<file path="src/rtl/instr_register_pkg.sv">
// Shared types for the instruction register and its write-side controller.
// Holds opcode/operand/address types, the instruction bundle and FSM states.
package instr_register_pkg;

  typedef enum logic [3:0] {
    ZERO, PASSA, PASSB, ADD, SUB, MULT, DIV, MOD
  } opcode_t;

  typedef logic signed [31:0] operand_t;
  typedef logic [4:0]         address_t;

  typedef struct packed {
    opcode_t  opc;
    operand_t op_a;
    operand_t op_b;
  } instruction_t;

  typedef enum logic {CLEAR, RUN} ctrl_state_t;

  localparam int ADDR_W = $bits(address_t);
  localparam int CNT_W  = ADDR_W + 1;

  localparam instruction_t INSTR_NOP = '{
    opc:  ZERO,
    op_a: '0,
    op_b: '0
  };

endpackage

</file>
<file path="src/rtl/rr_arbiter2.sv">
// Two-way round-robin arbiter with one-hot grant.
// Priority flips to the other requester only after a granted transfer.
import instr_register_pkg::*;

module rr_arbiter2 (
  input  logic       clk,
  input  logic       reset_n,
  input  logic       req0,
  input  logic       req1,
  input  logic       en,
  output logic [1:0] grant
);

  logic pri1;

  always_comb begin
    grant = 2'b00;
    if (en) begin
      if (req0 && (!req1 || !pri1))
        grant = 2'b01;
      else if (req1)
        grant = 2'b10;
    end
  end

  always_ff @(posedge clk or negedge reset_n) begin
    if (!reset_n)
      pri1 <= 1'b0;
    else if (grant[0])
      pri1 <= 1'b1;
    else if (grant[1])
      pri1 <= 1'b0;
  end

endmodule

</file>
<file path="src/rtl/instr_reg_ctrl.sv">
// Write/read-pointer controller for a 32-entry instruction register.
// Optional INSTR_CTRL_CLEAR_EN adds a CLEAR sweep after reset and flush.
import instr_register_pkg::*;

module instr_reg_ctrl #(
  parameter int NUM_ENTRIES = 32
) (
  input  logic             clk,
  input  logic             reset_n,
  input  logic             req0_valid,
  input  logic             req1_valid,
  output logic             req0_ready,
  output logic             req1_ready,
  input  opcode_t          req0_opcode,
  input  opcode_t          req1_opcode,
  input  operand_t         req0_operand_a,
  input  operand_t         req0_operand_b,
  input  operand_t         req1_operand_a,
  input  operand_t         req1_operand_b,
  input  logic             rd_pop,
  input  logic             flush,
  output logic             load_en,
  output address_t         write_pointer,
  output opcode_t          opcode,
  output operand_t         operand_a,
  output operand_t         operand_b,
  output address_t         read_pointer,
  output logic             rd_valid,
  output logic [CNT_W-1:0] count,
  output logic             full,
  output logic             busy
);

  logic             run;
  logic             clr;
  logic             arb_en;
  logic             accept;
  logic             pop_ok;
  logic [1:0]       grant;
  address_t         wp_q;
  address_t         rp_q;
  logic [CNT_W-1:0] cnt_q;
  logic             ld_q;
  instruction_t     in_sel;
  instruction_t     data_q;

`ifdef INSTR_CTRL_CLEAR_EN
  localparam address_t LAST = address_t'(NUM_ENTRIES - 1);

  ctrl_state_t state_q;

  assign clr  = state_q == CLEAR;
  assign run  = state_q == RUN;
  assign busy = clr;

  // CLEAR writes are combinational so slot 0 lands in the first cycle
  assign load_en   = ld_q | (clr & reset_n);
  assign opcode    = clr ? ZERO : data_q.opc;
  assign operand_a = clr ? '0 : data_q.op_a;
  assign operand_b = clr ? '0 : data_q.op_b;

  always_ff @(posedge clk or negedge reset_n) begin
    if (!reset_n)
      state_q <= CLEAR;
    else if (flush)
      state_q <= CLEAR;
    else if (clr && wp_q == LAST)
      state_q <= RUN;
  end
`else
  assign clr  = 1'b0;
  assign run  = 1'b1;
  assign busy = 1'b0;

  assign load_en   = ld_q;
  assign opcode    = data_q.opc;
  assign operand_a = data_q.op_a;
  assign operand_b = data_q.op_b;
`endif

  assign full     = cnt_q == CNT_W'(NUM_ENTRIES);
  assign count    = cnt_q;
  assign rd_valid = run & (cnt_q != '0);

  assign write_pointer = wp_q;
  assign read_pointer  = rp_q;

  assign arb_en = reset_n & run & ~full & ~flush;

  rr_arbiter2 u_arb (
    .clk     (clk),
    .reset_n (reset_n),
    .req0    (req0_valid),
    .req1    (req1_valid),
    .en      (arb_en),
    .grant   (grant)
  );

  assign req0_ready = grant[0];
  assign req1_ready = grant[1];
  assign accept     = |grant;
  assign pop_ok     = rd_pop & rd_valid & ~flush;

  always_comb begin
    in_sel = '{
      opc:  req0_opcode,
      op_a: req0_operand_a,
      op_b: req0_operand_b
    };
    if (grant[1])
      in_sel = '{
        opc:  req1_opcode,
        op_a: req1_operand_a,
        op_b: req1_operand_b
      };
  end

  // wp_q advances after each shown write, so a load shows its own slot
  always_ff @(posedge clk or negedge reset_n) begin
    if (!reset_n) begin
      wp_q   <= '0;
      rp_q   <= '0;
      cnt_q  <= '0;
      ld_q   <= 1'b0;
      data_q <= INSTR_NOP;
    end else if (flush) begin
      wp_q  <= '0;
      rp_q  <= '0;
      cnt_q <= '0;
      ld_q  <= 1'b0;
    end else begin
      ld_q <= accept;
      if (accept)
        data_q <= in_sel;
      else if (clr)
        data_q <= INSTR_NOP;
      if (clr || ld_q)
        wp_q <= wp_q + 1'b1;
      if (pop_ok)
        rp_q <= rp_q + 1'b1;
      if (accept && !pop_ok)
        cnt_q <= cnt_q + 1'b1;
      else if (pop_ok && !accept)
        cnt_q <= cnt_q - 1'b1;
    end
  end

endmodule

</file>
<file path="config.mk">
export PLATFORM = sky130hd
export DESIGN_NAME = instr_reg_ctrl
export DESIGN_NICKNAME = d
export VERILOG_FILES = /design/src/rtl/instr_register_pkg.sv /design/src/rtl/rr_arbiter2.sv /design/src/rtl/instr_reg_ctrl.sv
export SDC_FILE = /design/constraint.sdc
export NUM_CORES = 1
export LEC_CHECK = 0
export BUFFER_PORTS_ARGS = -buffer_cell sky130_fd_sc_hd__buf_2
export CORE_UTILIZATION = 45
export DETAILED_ROUTE_END_ITERATION = 6
export PLACE_DENSITY = 0.78
export SYNTH_ARGS = -nofsm -noshare
export SYNTH_HDL_FRONTEND = slang
export SYNTH_HIERARCHICAL = 1
export SYNTH_SLANG_ARGS = --single-unit
</file>
<file path="constraint.sdc">
create_clock -name clk -period 4.63 [get_ports clk]
set_clock_uncertainty 0.2 [all_clocks]
set_input_delay 0.926 -clock clk [delete_from_list [all_inputs] [get_ports clk]]
set_output_delay 0.926 -clock clk [all_outputs]
set_load 0.02 [all_outputs]
</file>
==> metrics.md, run 1 <==
| Metric | Value |
|---|---|
| CTS H-tree depth | `3` |
| Worst setup margin | `0.6917 ns` |
| CP Class | `reg2reg` |
| Xor/xnor share of the synthesized area | `2.041%` |
| Post-Synthesis Cell Area | `0.004230 mm2` |
| Full die area | `0.009792 mm2` |
| Die Y | `98.96 um` |
| DRC Markers | `0` |
| FF-to-FF setup slack | `0.69 ns` |
| Sequential share of the synthesized area | `50.87%` |
| Crit path capture | `count[5]` |
| DR vias | `3754` |
| Routed vias/inst | `5.025` |
| Die width | `98.96 um` |
| Synth Area in Simple Gates | `11.45%` |
| Synth cell types | `39` |
| Post-synthesis compound-gate area fraction | `11.89%` |
| Fillcell total | `803` |
| Placed Instances | `731` |
| Maximum buffer depth of the clock tree | `2` |
| CP Launch Type | `register` |
| Largest net degree at the start of global routing | `76` |
| Total Routing Usage GR | `22.27%` |
| Worst path max stage delay | `0.69 ns` |
| Postcts setup bufs | `0` |
| Power Density | `543.0 mW/mm2` |
| R2R depth | `12` |
| Total chip power | `3.083 mW` |
| RSZ-0062 raised after global routing | `false` |
| Setup-failing EPs final | `0` |
| Status | `complete, no violations` |
| Root buffer cell | `clkbuf_8` |
| Drt wl/cell | `14.19 um` |
| Arr. time, crit path | `4.02 ns` |
| Vias in the first global route | `3762` |
| Worst vdd ir | `0.0002872 V` |
| Starting DRT DRC Count | `93` |
| Total wire length | `10600 um` |
| Core ar. | `0.009153 mm2` |
| Max Clk Rate | `0.2539 GHz` |
| DP Wirelength | `8054 um` |
| Pre-CTS WS | `0.6066 ns` |
| Clock latency on the worst-skew pair | `0.34 ns` |
| Initial Utilization | `46.22%` |
| PostCTS Resize Cnt | `0` |
| # rows | `35` |
| Cells after synthesis | `413` |
| Critical-path cell list | `or4_1 -> nor3_1 -> nor3b_1 -> nand2_1 -> a21oi_4 -> or2_2 -> o21ai_0 -> ha_1 -> o211ai_1 -> o2111ai_1 -> or4_1 -> nand4_1` |
| Num CTS Buffers | `9` |
| Hold buffer count at CTS | `0` |
| Max_slew headroom | `58.42%` |
| Setup TNS | `0 ns` |
| CP top delay family | `simple AND/OR/NAND/NOR gates` |
| Worst reg2reg endpoint | `count[5]` |
| Hold Path Class | `reg2reg` |
| P_leak | `2.960 nW` |
| Layout cell share with drive strength beyond 1 | `41.35%` |
| Number of I/O pins | `232` |
| Max Cap Viol | `0` |
| CTS tree | `built` |
| Yosys warning count | `6` |
| #FFs+latches synth | `86` |
| Critical-path top delay cell | `or4_1` |
| Worst setup EP type | `register` |
| Port Buffer Count | `230` |
| Final #Nets | `780` |
| Synth-to-Final Area Change | `34.22%` |
| Initial antenna violation count | `0` |
| Post-Syn Nets | `562` |
| Minimum clock period | `3.938 ns` |
| Worst R2R Start | `count[0]` |
| Mean Syn Cell Area | `10.24 um2` |
| Clock Pin Slew Worst Setup and Hold Paths | `0.09 ns` |
| Slew @ Worst Pin | `0.6171 ns` |
| CP max FO | `6` |
| Stages on worst setup path | `12` |
| Crit share post-route | `85.06%` |
| First-pass GRT wire length | `17320 um` |
| WHS | `0.2786 ns` |
| Post-detailed-route count of antenna-violating nets | `0` |
| Mux cell area share after synthesis | `18.22%` |
| Worst path bufs/invs | `0` |
| Setup crit start | `count[0]` |
| GRT overflow | `0` |
| Final Hold Viols | `0` |
| Post-Synth Adder-Cell Area | `2.248%` |
| Fin cells | `747` |
| N_diodes | `0` |
| Slew Viols, Final | `0` |
| Number of detailed-route iterations in the first pass | `4` |
| Crit-path most repeated cell | `or4_1` |
| Placer congestion estimate | `0.9230` |
| Largest family of logic cells by synthesized area | `multiplexers` |
| CTS Sinks | `86` |
| Worst EP required | `4.71 ns` |
## layout by cell type (no fill, tap or decap), types with 2 or more instances in the layout
cell type / netlist / layout
inv_1: 6 / 6
xor2_1: 7 / 7
buf_4: 1 / 5
o21ai_0: 70 / 70
nor3_1: 2 / 2
nand4_1: 4 / 4
ha_1: 6 / 6
a21oi_1: 4 / 3
dfrtp_1: 86 / 86
o2111ai_1: 2 / 2
and3_1: 3 / 3
mux2_4: 4 / 4
mux2i_1: 71 / 71
or2_2: 3 / 3
nand2_1: 71 / 71
nor2_1: 17 / 17
o211ai_1: 5 / 5
buf_2: 3 / 229
or4_1: 2 / 2
clkbuf_8: 0 / 10
clkinv_2: 0 / 3
nor2b_1: 4 / 4
## synth_stat cells, drive strengths merged
| library cell | number | area, um2 |
|---|---|---|
| dfrtp | 86 | 2152 |
| mux2i | 71 | 710.7 |
| nand2 | 71 | 266.5 |
| o21ai | 71 | 366.6 |
| clkbuf | 18 | 67.56 |
| nor2 | 17 | 63.81 |
| buf | 10 | 45.04 |
| xor2 | 7 | 61.31 |
| ha | 6 | 75.07 |
| inv | 6 | 22.52 |
| a21oi | 5 | 28.78 |
| o211ai | 5 | 37.54 |
| mux2 | 4 | 60.06 |
| nand4 | 4 | 25.02 |
| nor2b | 4 | 25.02 |
| and3 | 3 | 18.77 |
| or2 | 3 | 18.77 |
| nand2b | 2 | 12.51 |
| nor3 | 2 | 10.01 |
| o2111ai | 2 | 17.52 |
| or4 | 2 | 15.01 |
| xnor2 | 2 | 25.03 |
| a2111o | 1 | 11.26 |
| a2111oi | 1 | 8.760 |
| a211oi | 1 | 7.510 |
| a21o | 1 | 7.510 |
| a221o | 1 | 10.01 |
| and2 | 1 | 6.260 |
| conb | 1 | 3.750 |
| fa | 1 | 20.02 |
| nand4b | 1 | 8.760 |
| nor3b | 1 | 7.510 |
| o21a | 1 | 7.510 |
| or3 | 1 | 6.260 |
## worst min-delay path by stage
stage | start | to | slack, ns | cells past startpoint
global route | operand_b[16] | operand_b[16] | 0.30 | 2
finish | operand_a[21] | operand_a[21] | 0.28 | 2
global placement | operand_b[22] | operand_b[22] | 0.26 | 2
CTS | operand_a[21] | operand_a[21] | 0.28 | 2
detailed placement | operand_a[21] | operand_a[21] | 0.26 | 2
floorplan | u_arb/pri1 | u_arb/pri1 | 0.32 | 2
## through the flow
step / util (%) / instance area, um2
after floorplan: - / 4230
after global placement: 59.86 / 5479
after detailed placement: 59.86 / 5479
after CTS: 62.04 / 5678
after global routing: 62.04 / 5678
final: 62.04 / 5678
## final cells by class
| class | count | area (um2) | area share (%) |
|---|---|---|---|
| clock buffer | 10 | 137.6 | 2.424 |
| clock inverter | 6 | 61.31 | 1.080 |
| inverter | 6 | 22.52 | 0.3967 |
| multi-input combinational | 293 | 1962 | 34.55 |
| sequential | 86 | 2152 | 37.90 |
| tap | 111 | 138.9 | 2.446 |
| timing repair buffer | 235 | 1204 | 21.20 |
## kinds of logic after synthesis
group / Yosys count
other: 1
xor gates and xnor gates: 9
DFF: 86
buffers and inverters: 34
adders and majority gates: 7
muxes: 75
and+or+nand+nor: 112
AOI/OAI and AO/OA: 89
## metal layers
layer / up-vias / wire length [um] / part of all wire (%) / GRT usage [%]
li1: 1863 / - / - / -
met1: 1735 / 4344 / 41 / 27.09
met2: 143 / 5320 / 50 / 38.14
met3: 13 / 812 / 7.7 / 6.596
met4: 0 / 121 / 1.1 / 6.774
met5: - / 0 / 0 / 0
## flip-flops by register name, summed over array words and instances, names as in the netlist
register       flops
operand_a         32
count              6
u_arb/pri1         1
write_pointer      5
read_pointer       5
load_en            1
operand_b         32
opcode             4
## worst reg2reg max path, stage by stage, from the launching register on
cell       delay, ns
dfrtp_1         0.44
or4_1           0.69
nor3_1          0.27
nor3b_1         0.12
nand2_1         0.15
a21oi_4         0.04
or2_2           0.35
o21ai_0         0.26
ha_1            0.41
o211ai_1        0.25
o2111ai_1       0.17
or4_1           0.42
nand4_1         0.10
## where the power goes
| group | switching (mW) | internal [mW] | leakage (nW) |
|---|---|---|---|
| combinational | 0.850 | 0.504 | 1.77 |
| sequential | 0.165 | 1.03 | 1.09 |
| clock | 0.269 | 0.263 | 0.102 |
| total | 1.28 | 1.80 | 2.96 |
Power figures use the tool's default switching activity.
==> inputs of run 2 (changes only) <==
Settings changed: CORE_UTILIZATION 45 to 46, CTS_BUF_LIST set to sky130_fd_sc_hd__clkbuf_4 sky130_fd_sc_hd__clkbuf_8, PLACE_DENSITY 0.78 to 0.79, RECOVER_POWER set to 100.
==> run 2 against run 1 <==
The run now ends with DRC, capacitance limit, slew limit left. Sequential power hardly changed. Final area is 2.4% lower. Power is 0.38% lower. Non-clock buffer count is 1 higher. Sequential cell count stayed put. Clock-buffer cell count stayed put. First-iteration DRC count is 34% higher. Setup slack worse by 0.14 ns. Die area is 2.1% lower. Sequential share of layout area is 0.92 points higher. Hold slack better by 0.0027 ns. Wire length is 0.75% higher. Critical path type is now in2reg.
==> metrics.md, run 2 (synthesis gave the netlist of run 1 again) <==
| Metric | Value |
|---|---|
| Die Y | `97.90 um (-1.1%)` |
| Multi-input gate area | `0.001936 mm2 (-1.3%)` |
| Layout cell share with drive strength beyond 1 | `26.37% (-15 points)` |
| Slew Viols, Final | `44 (+44)` |
| Power Density | `554.0 mW/mm2 (+2.0%)` |
| Total wire length | `10680 um (+0.75%)` |
| Clock latency on the worst-skew pair | `0.34 ns (about the same)` |
| CP Class | `in2reg` |
| Clock Pin Slew Worst Setup and Hold Paths | `0.09 ns (about the same)` |
| DP Wirelength | `8266 um (+2.6%)` |
| Critical-path cell list | `clkbuf_1 -> nor3b_1 -> nand2_1 -> a21oi_1 -> clkbuf_2 -> nor2_1 -> xnor2_2 -> mux2_4` |
| First-pass GRT wire length | `17790 um (+2.7%)` |
| Die width | `97.90 um (-1.1%)` |
| CTS H-tree depth | `3 (unchanged)` |
| Pre-CTS WS | `0.6711 ns (+0.06444 ns)` |
| CP Launch Type | `input port` |
| Status | `finished with violations` |
| Placer congestion estimate | `0.8027 (-13%)` |
| # rows | `34 (-2.9%)` |
| Number of I/O pins | `232 (unchanged)` |
| CP top delay family | `buffers and inverters` |
| Max_slew headroom | `-53.21% (-110 points)` |
| Postcts setup bufs | `0 (unchanged)` |
| Worst vdd ir | `0.0002727 V (-5.1%)` |
| Worst path bufs/invs | `2 (+2)` |
| CP max FO | `40 (+34)` |
| Initial antenna violation count | `0 (unchanged)` |
| Slew @ Worst Pin | `2.298 ns (+1.681 ns)` |
| DRC Markers | `14 (+14)` |
| Num CTS Buffers | `9 (unchanged)` |
| Most common cell after layout, fill and taps aside | `buf_2` |
| Setup-failing EPs final | `0 (unchanged)` |
| Fillcell total | `796 (-0.87%)` |
| Routed vias/inst | `5.123 (+2.0%)` |
| DR vias | `3817 (+1.7%)` |
| Area after DPL | `0.005470 mm2 (-0.16%)` |
| Worst setup EP type | `register` |
| Hold Path Class | `reg2reg` |
| Maximum buffer depth of the clock tree | `2 (unchanged)` |
| Total chip power | `3.072 mW (-0.38%)` |
| GRT overflow | `0 (unchanged)` |
| Minimum clock period | `4.078 ns (+0.1396 ns)` |
| FF/Latch Area | `0.002152 mm2 (unchanged)` |
| Placed Instances | `729 (-0.27%)` |
| Drt wl/cell | `14.33 um (+1.0%)` |
| Max Clk Rate | `0.2452 GHz (-3.4%)` |
| Worst EP required | `4.66 ns (-0.05 ns)` |
| Vias in the first global route | `3901 (+3.7%)` |
| Largest net degree at the start of global routing | `108 (+42%)` |
| Root buffer cell | `clkbuf_8` |
| P_leak | `2.647 nW (-11%)` |
| PostCTS Resize Cnt | `0 (unchanged)` |
| WHS | `0.2813 ns (+0.002659 ns)` |
| CTS tree | `built` |
| Port Buffer Count | `230 (unchanged)` |
| Total Routing Usage GR | `23.15% (+0.88 points)` |
| Arr. time, crit path | `4.11 ns (+0.09 ns)` |
| Max Cap Viol | `1 (+1)` |
| Number of detailed-route iterations in the first pass | `7 (+3)` |
| Initial Utilization | `48.04% (+1.8 points)` |
| Fin util | `62.96% (+0.92 points)` |
| Full die area | `0.009583 mm2 (-2.1%)` |
| Synth-to-Final Area Change | `31.06%` |
| Setup TNS | `0 ns (unchanged)` |
| Final instance area | `0.005544 mm2 (-2.4%)` |
| Critical-path top delay cell | `clkbuf_2` |
| Post-detailed-route count of antenna-violating nets | `0 (unchanged)` |
| Final Hold Viols | `0 (unchanged)` |
| CTS Sinks | `86 (unchanged)` |
| Crit share post-route | `88.08% (+3.0 points)` |
| Starting DRT DRC Count | `125 (+34%)` |
| Failing checks | `DRC, capacitance limit, slew limit` |
| Most frequent cells in the layout | `140 x buf_2, 93 x clkbuf_1, 86 x dfrtp_1` |
| Final #Nets | `781 (+0.13%)` |
| N_diodes | `0 (unchanged)` |
| FF-to-FF setup slack | `0.64 ns (-0.05 ns)` |
| Hold buffer count at CTS | `0 (unchanged)` |
| RSZ-0062 raised after global routing | `false` |
| Worst setup margin | `0.5520 ns (-0.1396 ns)` |
| Worst path max stage delay | `0.97 ns (+0.28 ns)` |
| Fin cells | `745 (-0.27%)` |
| Core ar. | `0.008806 mm2 (-3.8%)` |
==> run 2: path summary, 6_finish.rpt <==
kind / start / end / cells after the start
worst max-delay path: flush / count[0] / 8
worst min-delay path: operand_b[0] / operand_b[0] / 2
worst max register to register: count[0] / count[4] / 8
worst min register to register: operand_b[0] / operand_b[0] / 2
max in group asynchronous: reset_n / operand_a[8] / 3
min in group asynchronous: reset_n / operand_a[27] / 2
==> run 2: area by class of cell <==
class,instances,share of cell area [%]
sequential,86,38.82
multi-input combinational,293,34.91
timing repair buffer,236,19.25
clock buffer,10,2.483
tap,108,2.437
clock inverter,6,1.693
inverter,6,0.4062
==> run 2: per-layer routing <==
| metal | vias up | track usage, % | wire (um) |
|---|---|---|---|
| met4 | 0 | 7.110 | 159 |
| li1 | 1872 | - | - |
| met2 | 145 | 42.42 | 5656 |
| met1 | 1787 | 26.52 | 4162 |
| met3 | 13 | 5.655 | 700 |
| met5 | - | 0 | 0 |
==> run 2: power by group <==
part / total (mW) / internal, mW / leakage, nW / switching [mW]
combinational: 1.26 / 0.414 / 1.44 / 0.847
sequential: 1.21 / 1.03 / 1.09 / 0.176
clock: 0.602 / 0.324 / 0.118 / 0.278
total: 3.07 / 1.77 / 2.65 / 1.30
==> run 2: worst reg2reg max path, stage by stage, from the launching register on <==
cell and delay, ns:
dfrtp_1 0.45, or4_1 0.65, o21ai_0 0.79, o21ai_0 0.44
ha_1 0.47, nor2b_1 0.17, or3_1 0.32, a221o_1 0.31
mux2i_1 0.12
